--- src/rtl/pipe_stage_skid.sv ---
// Handshaked pipeline-stage register with a 2-entry skid buffer, flush, bubble insertion and stall counter.
// Latency: 1 cycle from in_valid/in_data to out_valid/out_data while empty; 1 payload/cycle sustained.
// Backpressure: out_ready=0 fills the skid entry; in_ready (registered) drops only when both entries are held.
//
// Ports:
//   clk, rst        rising-edge clock, asynchronous active-low reset
//   flush           synchronous kill of all held entries (priority over accept/drain)
//   in_valid/in_ready/in_data     upstream handshake and payload
//   out_valid/out_ready/out_data  downstream handshake and payload
//   occupancy       entries held (0, 1 or 2)
//   stall_cnt       saturating count of cycles with out_valid=1 && out_ready=0
module pipe_stage_skid #(
    parameter int                DATA_W         = 320,
    parameter logic [DATA_W-1:0] NOP_VALUE      = {DATA_W{1'b0}},
    parameter bit                ZERO_ON_BUBBLE = 1'b1,
    parameter int                CNT_W          = 16
) (
    input  logic              clk,
    input  logic              rst,
    input  logic              flush,
    input  logic              in_valid,
    output logic              in_ready,
    input  logic [DATA_W-1:0] in_data,
    output logic              out_valid,
    input  logic              out_ready,
    output logic [DATA_W-1:0] out_data,
    output logic [1:0]        occupancy,
    output logic [CNT_W-1:0]  stall_cnt
);

    // The state encoding doubles as the occupancy count.
    localparam logic [1:0] ST_EMPTY = 2'd0;
    localparam logic [1:0] ST_ONE   = 2'd1;
    localparam logic [1:0] ST_FULL  = 2'd2;

    logic [1:0]        r_state;
    logic              r_in_rdy;
    logic [DATA_W-1:0] r_m_dat;     // main entry, drives out_data
    logic [DATA_W-1:0] r_s_dat;     // skid entry, catches the beat accepted while stalled
    logic [CNT_W-1:0]  r_stall_cnt;

    logic       w_accept;
    logic       w_drain;
    logic       w_stall;
    logic [1:0] w_state_nxt;
    logic       w_m_ld_in;
    logic       w_m_ld_s;
    logic       w_s_ld;

    assign w_accept = in_valid && r_in_rdy;
    assign w_drain  = (r_state != ST_EMPTY) && out_ready;
    assign w_stall  = (r_state != ST_EMPTY) && !out_ready;

    always_comb begin
        w_state_nxt = r_state;
        w_m_ld_in   = 1'b0;
        w_m_ld_s    = 1'b0;
        w_s_ld      = 1'b0;
        if (flush) begin
            // A drain this cycle still completes downstream; the accepted beat is dropped.
            w_state_nxt = ST_EMPTY;
        end else begin
            case (r_state)
                ST_EMPTY: begin
                    if (w_accept) begin
                        w_m_ld_in   = 1'b1;
                        w_state_nxt = ST_ONE;
                    end
                end
                ST_ONE: begin
                    if (w_accept && w_drain) begin
                        w_m_ld_in = 1'b1;
                    end else if (w_accept) begin
                        w_s_ld      = 1'b1;
                        w_state_nxt = ST_FULL;
                    end else if (w_drain) begin
                        w_state_nxt = ST_EMPTY;
                    end
                end
                ST_FULL: begin
                    // in_ready is low here, so only a drain can happen.
                    if (w_drain) begin
                        w_m_ld_s    = 1'b1;
                        w_state_nxt = ST_ONE;
                    end
                end
                default: w_state_nxt = ST_EMPTY;
            endcase
        end
    end

    always_ff @(posedge clk or negedge rst) begin
        if (!rst) begin
            r_state     <= ST_EMPTY;
            r_in_rdy    <= 1'b1;
            r_m_dat     <= NOP_VALUE;
            r_s_dat     <= {DATA_W{1'b0}};
            r_stall_cnt <= {CNT_W{1'b0}};
        end else begin
            r_state  <= w_state_nxt;
            // Registered from next state so in_ready has no path from out_ready.
            r_in_rdy <= (w_state_nxt != ST_FULL);
            if (w_m_ld_in) begin
                r_m_dat <= in_data;
            end else if (w_m_ld_s) begin
                r_m_dat <= r_s_dat;
            end
            if (w_s_ld) begin
                r_s_dat <= in_data;
            end
            // Counted on the pre-flush view of out_valid; never wraps.
            if (w_stall && (r_stall_cnt != {CNT_W{1'b1}})) begin
                r_stall_cnt <= r_stall_cnt + 1'b1;
            end
        end
    end

    assign in_ready  = r_in_rdy;
    assign out_valid = (r_state != ST_EMPTY);
    assign occupancy = r_state;
    assign stall_cnt = r_stall_cnt;
    // Bubble: either present the NOP payload or keep showing the last main-entry value.
    assign out_data  = (ZERO_ON_BUBBLE && (r_state == ST_EMPTY)) ? NOP_VALUE : r_m_dat;

endmodule

--- config.mk ---
export PLATFORM = sky130hd
export DESIGN_NAME = pipe_stage_skid
export DESIGN_NICKNAME = d
export VERILOG_FILES = /design/src/rtl/pipe_stage_skid.sv
export SDC_FILE = /design/constraint.sdc
export NUM_CORES = 1
export LEC_CHECK = 0
export ABC_AREA = 1
export BUFFER_PORTS_ARGS = -buffer_cell sky130_fd_sc_hd__buf_2
export CAP_MARGIN = 0
export CELL_PAD_IN_SITES_DETAIL_PLACEMENT = 1
export CELL_PAD_IN_SITES_GLOBAL_PLACEMENT = 1
export CORE_MARGIN = 3
export CORE_UTILIZATION = 40
export DETAILED_ROUTE_END_ITERATION = 10
export PLACE_DENSITY = 0.9
export SKIP_CTS_REPAIR_TIMING = 1
export SLEW_MARGIN = 20
export SYNTH_ARGS = -nofsm -noshare
export SYNTH_HDL_FRONTEND = slang
export SYNTH_SLANG_ARGS = --single-unit
--- constraint.sdc ---
create_clock -name clk -period 3.9 [get_ports clk]
set_input_delay 0.585 -clock clk [delete_from_list [all_inputs] [get_ports clk]]
set_output_delay 0.585 -clock clk [all_outputs]
set_load 0.02 [all_outputs]
==> qor.txt, run 1 <==
YOSYS
------------------------------------------------------------------------------------
Cells after Synth                                                               3946
Post-synthesis sequential element count                                          659
Synth Flop Type                                                         sky130_fd_sc_hd__dfrtp_1
Count of cell types in the netlist                                                23
Top cell type's share of synthesized area                                      53.5%
Commonest cells post-synth                                              1043 x sky130_fd_sc_hd__nand2_1, 902 x sky130_fd_sc_hd__o21ai_0, 662 x sky130_fd_sc_hd__inv_1
Count of flip-flops with a built-in enable after synthesis                         0
Post-synthesis sequential area ratio                                           53.5%
Largest area contributor in the netlist                                 sky130_fd_sc_hd__dfrtp_1
YS warnings                                                                        0
Most frequent cell after synthesis                                      sky130_fd_sc_hd__nand2_1
Largest cells by area after synthesis                                   sky130_fd_sc_hd__dfrtp_1 53%, sky130_fd_sc_hd__o21ai_0 15%, sky130_fd_sc_hd__nand2_1 13%, sky130_fd_sc_hd__inv_1 8.1%, sky130_fd_sc_hd__nor2_1 4.1%
Number of nets in the synthesized netlist                                       4272
Synthesized area divided by synthesized cell count                          7.81 um2
Share of flip-flops with an asynchronous set or reset after synthesis           100%
Area of the mapped netlist                                                 30800 um2

FINISH
------------------------------------------------------------------------------------
Share of layout cells above drive strength 1                                   18.1%
Count of placed standard cells in the final layout, fillers left out            5588
Layout net count                                                                4816
Layout-stage area growth over the synthesis result                             19.8%

GLOBAL ROUTE
------------------------------------------------------------------------------------
Wire length of the first global-routing pass                               162000 um
Initial antenna violation count                                                   24
Via count of the first global-routing pass                                     30272
Total GRT Usage                                                                24.9%
Largest net degree at the start of global routing                                173
Global route overflow                                                              0

DRT
------------------------------------------------------------------------------------
Detailed-route vias per instance                                                5.04
TritonRoute pass-1 iters                                                           6
Initial DRC Count                                                               1725
Number of antenna-violating nets in the routed design                              0
Number of vias in the routed layout                                            28160
DRC violations left                                                                0
DR WL/cell                                                                   18.2 um
Routed wire length                                                         102000 um

PLACED DESIGN
------------------------------------------------------------------------------------
Routability cong.                                                              0.817
Worst slack at placement                                                     1.21 ns
Number of instances in the placed design                                        5444
DP HPWL                                                                     68100 um
Number of port buffers                                                           664

STA
------------------------------------------------------------------------------------
Crit path setup slack, layout                                               0.808 ns
Share of the clock period used by the worst path                               79.3%
Post-Route Skew                                                            0.0286 ns
Number of pins with negative max-slew slack in the final report                    0
RSZ-0062 raised after global routing                                              no
Achievable frequency                                                       0.323 GHz
Number of endpoints failing setup at the final stage                               0
Worst-case headroom to the max-slew limit                                      50.9%
Worst Tran Pin Value                                                        0.737 ns
Minimum clock period                                                         3.09 ns
Total Negative Setup Slacks                                                     0 ns
Hold violation total from the final report                                         0

PWR
------------------------------------------------------------------------------------
Net Switching                                                              0.00692 W
Leakage dissipation                                                          19.6 nW
Design internal power                                                       0.0141 W
Portion of total power attributed to combinational logic                       23.1%
Switching part of the total                                                    32.9%
Post-layout total power                                                     0.0210 W
Worst vdd ir                                                              0.000301 V
Total power density per cell area                                         569 nW/um2
Share of total power in the clock network                                      32.0%
Sequential Power Share                                                         45.0%

CRITICAL PATH
------------------------------------------------------------------------------------
Stage delay of the slowest cell on the critical path                         0.40 ns
Top Family by Delay on Critical Path                                    buffers and inverters
Data arrival at the endpoint of the critical path                            2.51 ns
Critical Setup Path Class                                                 reg -> out
Startpoint type of the worst setup path                                    flip-flop
Number of buffers and inverters on the critical path                               5
Worst setup EP type                                                       output pin
Cell-by-cell listing of the critical path                               inv_1 -> nand2_1 -> inv_8 -> buf_12 -> buf_4 -> nor2_1 -> buf_2
Critical path required time                                                  3.31 ns
Max stage delay cell, worst path                                        sky130_fd_sc_hd__dfrtp_1
Critical path fanouts, max                                                        64

FLOORPLANNING
------------------------------------------------------------------------------------
I/O pin cnt                                                                      665
Effective utilization at floorplan                                             40.5%
Std-Cell Core Area                                                         76100 um2
Die width                                                                     284 um
Full die area                                                              80400 um2
Chip height                                                                   284 um
Row count                                                                        101

CLOCKING
------------------------------------------------------------------------------------
Clock tree from TritonCTS                                                      built
Number of buffers on the longest clock path                                        3
Root Driver                                                             sky130_fd_sc_hd__clkbuf_16
Number of buffers created by CTS                                                  73
Clock tree sinks                                                                 659
Reg clk slew, reported paths                                                 0.06 ns
Depth of the CTS H-tree                                                            3
Clk_lat worst skew                                                           0.61 ns

STATUS
------------------------------------------------------------------------------------
Status                                                                  complete, no violations

HOLD PATH
------------------------------------------------------------------------------------
Hold Path Class                                                            in -> reg

RUN
------------------------------------------------------------------------------------
Number of max-cap violations                                                       0

[final timing paths]
| check | from | to | slack, ns | depth (start not counted) |
|---|---|---|---|---|
| worst max-delay path | occupancy[1] | out_data[292] | 0.81 | 7 |
| worst min-delay path | in_data[203] | r_s_dat[203] | 0.24 | 3 |
| min in group asynchronous | rst | r_m_dat[13] | 0.55 | 2 |
| worst min register to register | r_s_dat[166] | r_s_dat[166] | 0.48 | 2 |
| worst max register to register | occupancy[0] | r_m_dat[81] | 1.52 | 7 |
| max in group asynchronous | rst | r_m_dat[197] | 2.19 | 3 |
[metal layers]
layer | track usage [%] | vias to the layer above | part of all wire, % | wire length (um)
met3 | 4.20 | 274 | 5.1 | 5220
met1 | 29.7 | 13924 | 40 | 40500
met5 | 0 | - | 0.052 | 53
li1 | - | 13138 | - | -
met4 | 13.7 | 8 | 5.4 | 5530
met2 | 42.8 | 816 | 50 | 50600
[through the flow]
stage	hold WS, ns	util [%]	cell area, um2
3_3_place_gp	0.461	45.5	34600
5_1_grt	0.215	48.5	36900
6_report	0.239	48.5	36900
2_1_floorplan	0.289	-	30800
4_1_cts	-0.0730	48.4	36800
3_5_place_dp	0.471	45.5	34600
[tightest hold or removal path, cell delays in order]
cell	delay, ns
sky130_fd_sc_hd__buf_2	0.09
sky130_fd_sc_hd__inv_1	0.05
sky130_fd_sc_hd__o21ai_0	0.07
[registers in the layout (all words and copies together), names as in the netlist]
| name | count |
|---|---|
| stall_cnt | 16 |
| occupancy | 2 |
| in_ready | 1 |
| r_m_dat | 320 |
| r_s_dat | 320 |
[placed cells by master, fill, tap and decap left out, drive strengths merged]
cell type / synthesis / final
nand2: 1045 / 1045
o21ai: 966 / 966
buf: 200 / 717
inv: 663 / 667
dfrtp: 658 / 658
nor2: 339 / 339
clkbuf: 49 / 112
diode: 0 / 21
nand3: 8 / 8
xnor2: 7 / 7
clkinv: 1 / 6
nand4: 5 / 5
nor3: 1 / 1
a21oi: 1 / 1
o211a: 1 / 1
ha: 1 / 1
bufinv: 0 / 1
dlygate4sd3: 0 / 1
dfstp: 1 / 1
[area by class of cell]
class,count,area (um2)
Inverter,664,2500
Clock buffer,112,2130
Fill cell,9553,39200
Antenna cell,21,52.6
Timing Repair Buffer,718,4070
Clock inverter,10,131
Multi-Input combinational cell,2374,10200
Tap cell,1030,1290
Sequential cell,659,16500
[power groups by stage]
stage                     Combinational [W]  Clock (W)  Sequential, W
after floorplan                     0.00322          0        0.00929
after global placement              0.00447          0        0.00936
after detailed placement            0.00476          0        0.00951
after CTS                           0.00489    0.00687        0.00943
after global routing                0.00553    0.00717        0.00962
final                               0.00484    0.00672        0.00944
[cell families after synthesis]
group	count (synthesis)	share of synthesized area, %
AOI/OAI and AO/OA	968	15.7
xor gates and xnor gates	7	0.199
DFF	659	53.5
buffers and inverters	913	13.3
adders and majority gates	1	0.0406
and+or+nand+nor	1398	17.2
Power figures use the tool's default switching activity.
==> run 2: changes to the inputs <==
--- a/config.mk
+++ b/config.mk
@@ -5,7 +5,7 @@
 export SDC_FILE = /design/constraint.sdc
 export NUM_CORES = 1
 export LEC_CHECK = 0
-export ABC_AREA = 1
+export ABC_AREA = 0
 export BUFFER_PORTS_ARGS = -buffer_cell sky130_fd_sc_hd__buf_2
 export CAP_MARGIN = 0
 export CELL_PAD_IN_SITES_DETAIL_PLACEMENT = 1
@@ -13,7 +13,7 @@
 export CORE_MARGIN = 3
 export CORE_UTILIZATION = 40
 export DETAILED_ROUTE_END_ITERATION = 10
-export PLACE_DENSITY = 0.9
+export PLACE_DENSITY = 0.85
 export SKIP_CTS_REPAIR_TIMING = 1
 export SLEW_MARGIN = 20
 export SYNTH_ARGS = -nofsm -noshare
==> constraint.sdc (replaced) <==
create_clock -name clk -period 3.1 [get_ports clk]
set_input_delay 0.465 -clock clk [delete_from_list [all_inputs] [get_ports clk]]
set_output_delay 0.465 -clock clk [all_outputs]
set_load 0.02 [all_outputs]
==> run 2 against run 1 <==
Against the previous run:
- wire length decreased by 8.0%
- via count is 22% lower
- synthesized cell count fell by 36%
- area after synthesis shrank 0.37%
- clock skew is 0.0082 ns higher
- combinational power up 22%
- sequential cell count stayed put
- count of clock-buffer cells in the layout shrank 5
- worst setup slack got worse by 0.60 ns
- critical path depth decreased by 3
==> qor.txt, run 2 <==
PWR
------------------------------------------------------------------------------------
Design internal power                                                       0.0190 W
Sequential Power Share                                                         45.0%
Portion of total power attributed to combinational logic                       21.9%
Total power density per cell area                                         712 nW/um2
Net Switching                                                              0.00787 W
Share of total power in the clock network                                      33.0%
Switching part of the total                                                    29.3%
Leakage dissipation                                                          18.2 nW
Worst vdd ir                                                              0.000527 V

DRT
------------------------------------------------------------------------------------
DRC violations left                                                                0
Routed wire length                                                          93700 um
Number of vias in the routed layout                                            21870
Detailed-route vias per instance                                                5.15
Number of antenna-violating nets in the routed design                              0
Initial DRC Count                                                               1212
DR WL/cell                                                                   22.1 um
TritonRoute pass-1 iters                                                           5

STA
------------------------------------------------------------------------------------
Achievable frequency                                                       0.346 GHz
Number of endpoints failing setup at the final stage                               0
Worst Tran Pin Value                                                         1.17 ns
Total Negative Setup Slacks                                                     0 ns
RSZ-0062 raised after global routing                                              no
Minimum clock period                                                         2.89 ns
Hold violation total from the final report                                         0
Number of pins with negative max-slew slack in the final report                    0
Worst-case headroom to the max-slew limit                                      21.7%
Share of the clock period used by the worst path                               93.2%
Post-Route Skew                                                            0.0368 ns
Hold Worst Slack                                                           0.0926 ns

CLOCKING
------------------------------------------------------------------------------------
Clock tree sinks                                                                 659
Depth of the CTS H-tree                                                            3
Clk_lat worst skew                                                           0.61 ns
Number of buffers created by CTS                                                  74
Reg clk slew, reported paths                                                 0.06 ns
Root Driver                                                             sky130_fd_sc_hd__clkbuf_16
Clock tree from TritonCTS                                                      built
Number of buffers on the longest clock path                                        3

GLOBAL ROUTE
------------------------------------------------------------------------------------
Global route overflow                                                              0
Largest net degree at the start of global routing                                222
Initial antenna violation count                                                   35
Via count of the first global-routing pass                                     24674
Wire length of the first global-routing pass                               146000 um
Total GRT Usage                                                                22.7%

PLACED DESIGN
------------------------------------------------------------------------------------
Number of port buffers                                                           664
Number of instances in the placed design                                        4083
Routability cong.                                                              0.830
Post-Place Cell Area                                                       35200 um2
DP HPWL                                                                     63000 um

CRITICAL PATH
------------------------------------------------------------------------------------
Count of cell instances traversed by the critical path                             4
Cell-by-cell listing of the critical path                               or2_4 -> buf_12 -> and2_1 -> buf_2
Number of cells traversed by the worst register-to-register path                   5
CP startpoint                                                           occupancy[0]
Data arrival at the endpoint of the critical path                            2.43 ns
Capturing instance or port of the critical path                         out_data[281]
Worst setup EP type                                                       output pin
Worst-case register-to-register setup slack                                  0.56 ns
Startpoint type of the worst setup path                                    flip-flop
Number of buffers and inverters on the critical path                               2
Top Family by Delay on Critical Path                                    simple AND/OR/NAND/NOR gates
Stage delay of the slowest cell on the critical path                         0.49 ns
Reg-to-reg critical path startpoint                                         in_ready
Max stage delay cell, worst path                                        sky130_fd_sc_hd__dfrtp_1
Capture point of the worst reg-to-reg path                              r_m_dat[169]
Critical path required time                                                  2.63 ns
Critical path fanouts, max                                                        92
Critical Setup Path Class                                                 reg -> out

YOSYS
------------------------------------------------------------------------------------
Most frequent cell after synthesis                                      sky130_fd_sc_hd__dfrtp_1
Count of cell types in the netlist                                                34
Commonest cells post-synth                                              658 x sky130_fd_sc_hd__dfrtp_1, 326 x sky130_fd_sc_hd__nor2_1, 321 x sky130_fd_sc_hd__a21oi_1
YS warnings                                                                        0
Synth Flop Type                                                         sky130_fd_sc_hd__dfrtp_1
Cells after Synth                                                               2506
Share of flip-flops with an asynchronous set or reset after synthesis           100%
Largest area contributor in the netlist                                 sky130_fd_sc_hd__dfrtp_1
Synthesized area divided by synthesized cell count                          12.2 um2
Post-synthesis sequential area ratio                                           53.7%
Number of nets in the synthesized netlist                                       2832
Count of flip-flops with a built-in enable after synthesis                         0
Largest cells by area after synthesis                                   sky130_fd_sc_hd__dfrtp_1 54%, sky130_fd_sc_hd__mux2_4 14%, sky130_fd_sc_hd__mux2i_1 10%, sky130_fd_sc_hd__and2_1 6.5%, sky130_fd_sc_hd__a21oi_1 5.2%
Area of the mapped netlist                                                 30700 um2
Top cell type's share of synthesized area                                      53.7%
Post-synthesis sequential element count                                          659

HOLD PATH
------------------------------------------------------------------------------------
Hold Path Class                                                            in -> reg
Launch instance of the worst min-delay path                                    flush

FINISH
------------------------------------------------------------------------------------
Final standard cell utilization of the core                                    50.2%
Total of fill cells in the finished design                                      8025
Share of layout cells above drive strength 1                                   36.9%
Final instance area                                                        37800 um2
Most used cells in the layout excluding fill and tap cells              663 x sky130_fd_sc_hd__buf_2, 658 x sky130_fd_sc_hd__dfrtp_1, 326 x sky130_fd_sc_hd__nor2_1
Layout-stage area growth over the synthesis result                             23.0%
Layout net count                                                                3466
Count of placed standard cells in the final layout, fillers left out            4244
Commonest non-fill, non-tap cell in the layout                          sky130_fd_sc_hd__buf_2

FLOORPLANNING
------------------------------------------------------------------------------------
Std-Cell Core Area                                                         75200 um2
I/O pin cnt                                                                      665
Die width                                                                     283 um
Row count                                                                        100
Effective utilization at floorplan                                             40.8%
Full die area                                                              80100 um2
Chip height                                                                   283 um

RUN
------------------------------------------------------------------------------------
Number of max-cap violations                                                       0

STATUS
------------------------------------------------------------------------------------
Status                                                                  complete, no violations

==> run 2: power groups by stage <==
stage / clock network, W / logic, W / registers, W
2_1_floorplan: 0 / 0.00412 / 0.0117
3_3_place_gp: 0 / 0.00556 / 0.0120
3_5_place_dp: 0 / 0.00587 / 0.0121
4_1_cts: 0.00911 / 0.00594 / 0.0121
5_1_grt: 0.00950 / 0.00637 / 0.0123
6_report: 0.00888 / 0.00589 / 0.0121
==> run 2: layout make-up <==
class / instances / area, um2 / share of cell area [%]
tap: 1020 / 1280 / 3.38
clock inverter: 24 / 292 / 0.772
timing repair buffer: 738 / 4320 / 11.4
sequential: 659 / 16500 / 43.7
multi-input combinational: 1663 / 13100 / 34.8
antenna: 29 / 72.6 / 0.192
clock buffer: 107 / 2160 / 5.71
inverter: 4 / 15.0 / 0.0398
==> run 2: worst min path at each step <==
stage / slack [ns] / depth (start not counted) / endpoint
2_1_floorplan: 0.17 / 0 / occupancy[0]
3_3_place_gp: 0.49 / 1 / r_s_dat[12]
3_5_place_dp: 0.49 / 1 / r_s_dat[28]
4_1_cts: -0.13 / 1 / r_s_dat[197]
5_1_grt: 0.06 / 2 / r_s_dat[56]
6_report: 0.09 / 2 / occupancy[0]
==> run 2: stage by stage <==
step | power (W) | worst slack [ns]
finish | 0.0269 | 0.209
global route | 0.0282 | 0.0520
CTS | 0.0271 | 0.153
detailed placement | 0.0180 | 0.559
global placement | 0.0176 | 0.623
floorplan | 0.0158 | 1.01
==> run 2: routing by layer <==
| layer | share of wire, % | global-route usage, % | vias up | routed length [um] |
|---|---|---|---|---|
| met4 | 4.0 | 9.88 | 10 | 3770 |
| li1 | - | - | 9823 | - |
| met2 | 52 | 40.5 | 605 | 48800 |
| met3 | 5.0 | 4.49 | 189 | 4720 |
| met5 | 0.071 | 0 | - | 67 |
| met1 | 39 | 26.6 | 11243 | 36400 |
==> run 2: cell families (layout without fill, tap and decap cells) <==
kind of cell	Yosys count	in the layout	synth area share, %
compound gates	325	325	5.33
xor+xnor	15	15	0.428
fa+ha+maj	1	1	0.0408
buf+inv	184	873	3.51
flops	659	659	53.7
mux	641	641	25.7
other cells	0	29	0
simple gates	681	681	11.2
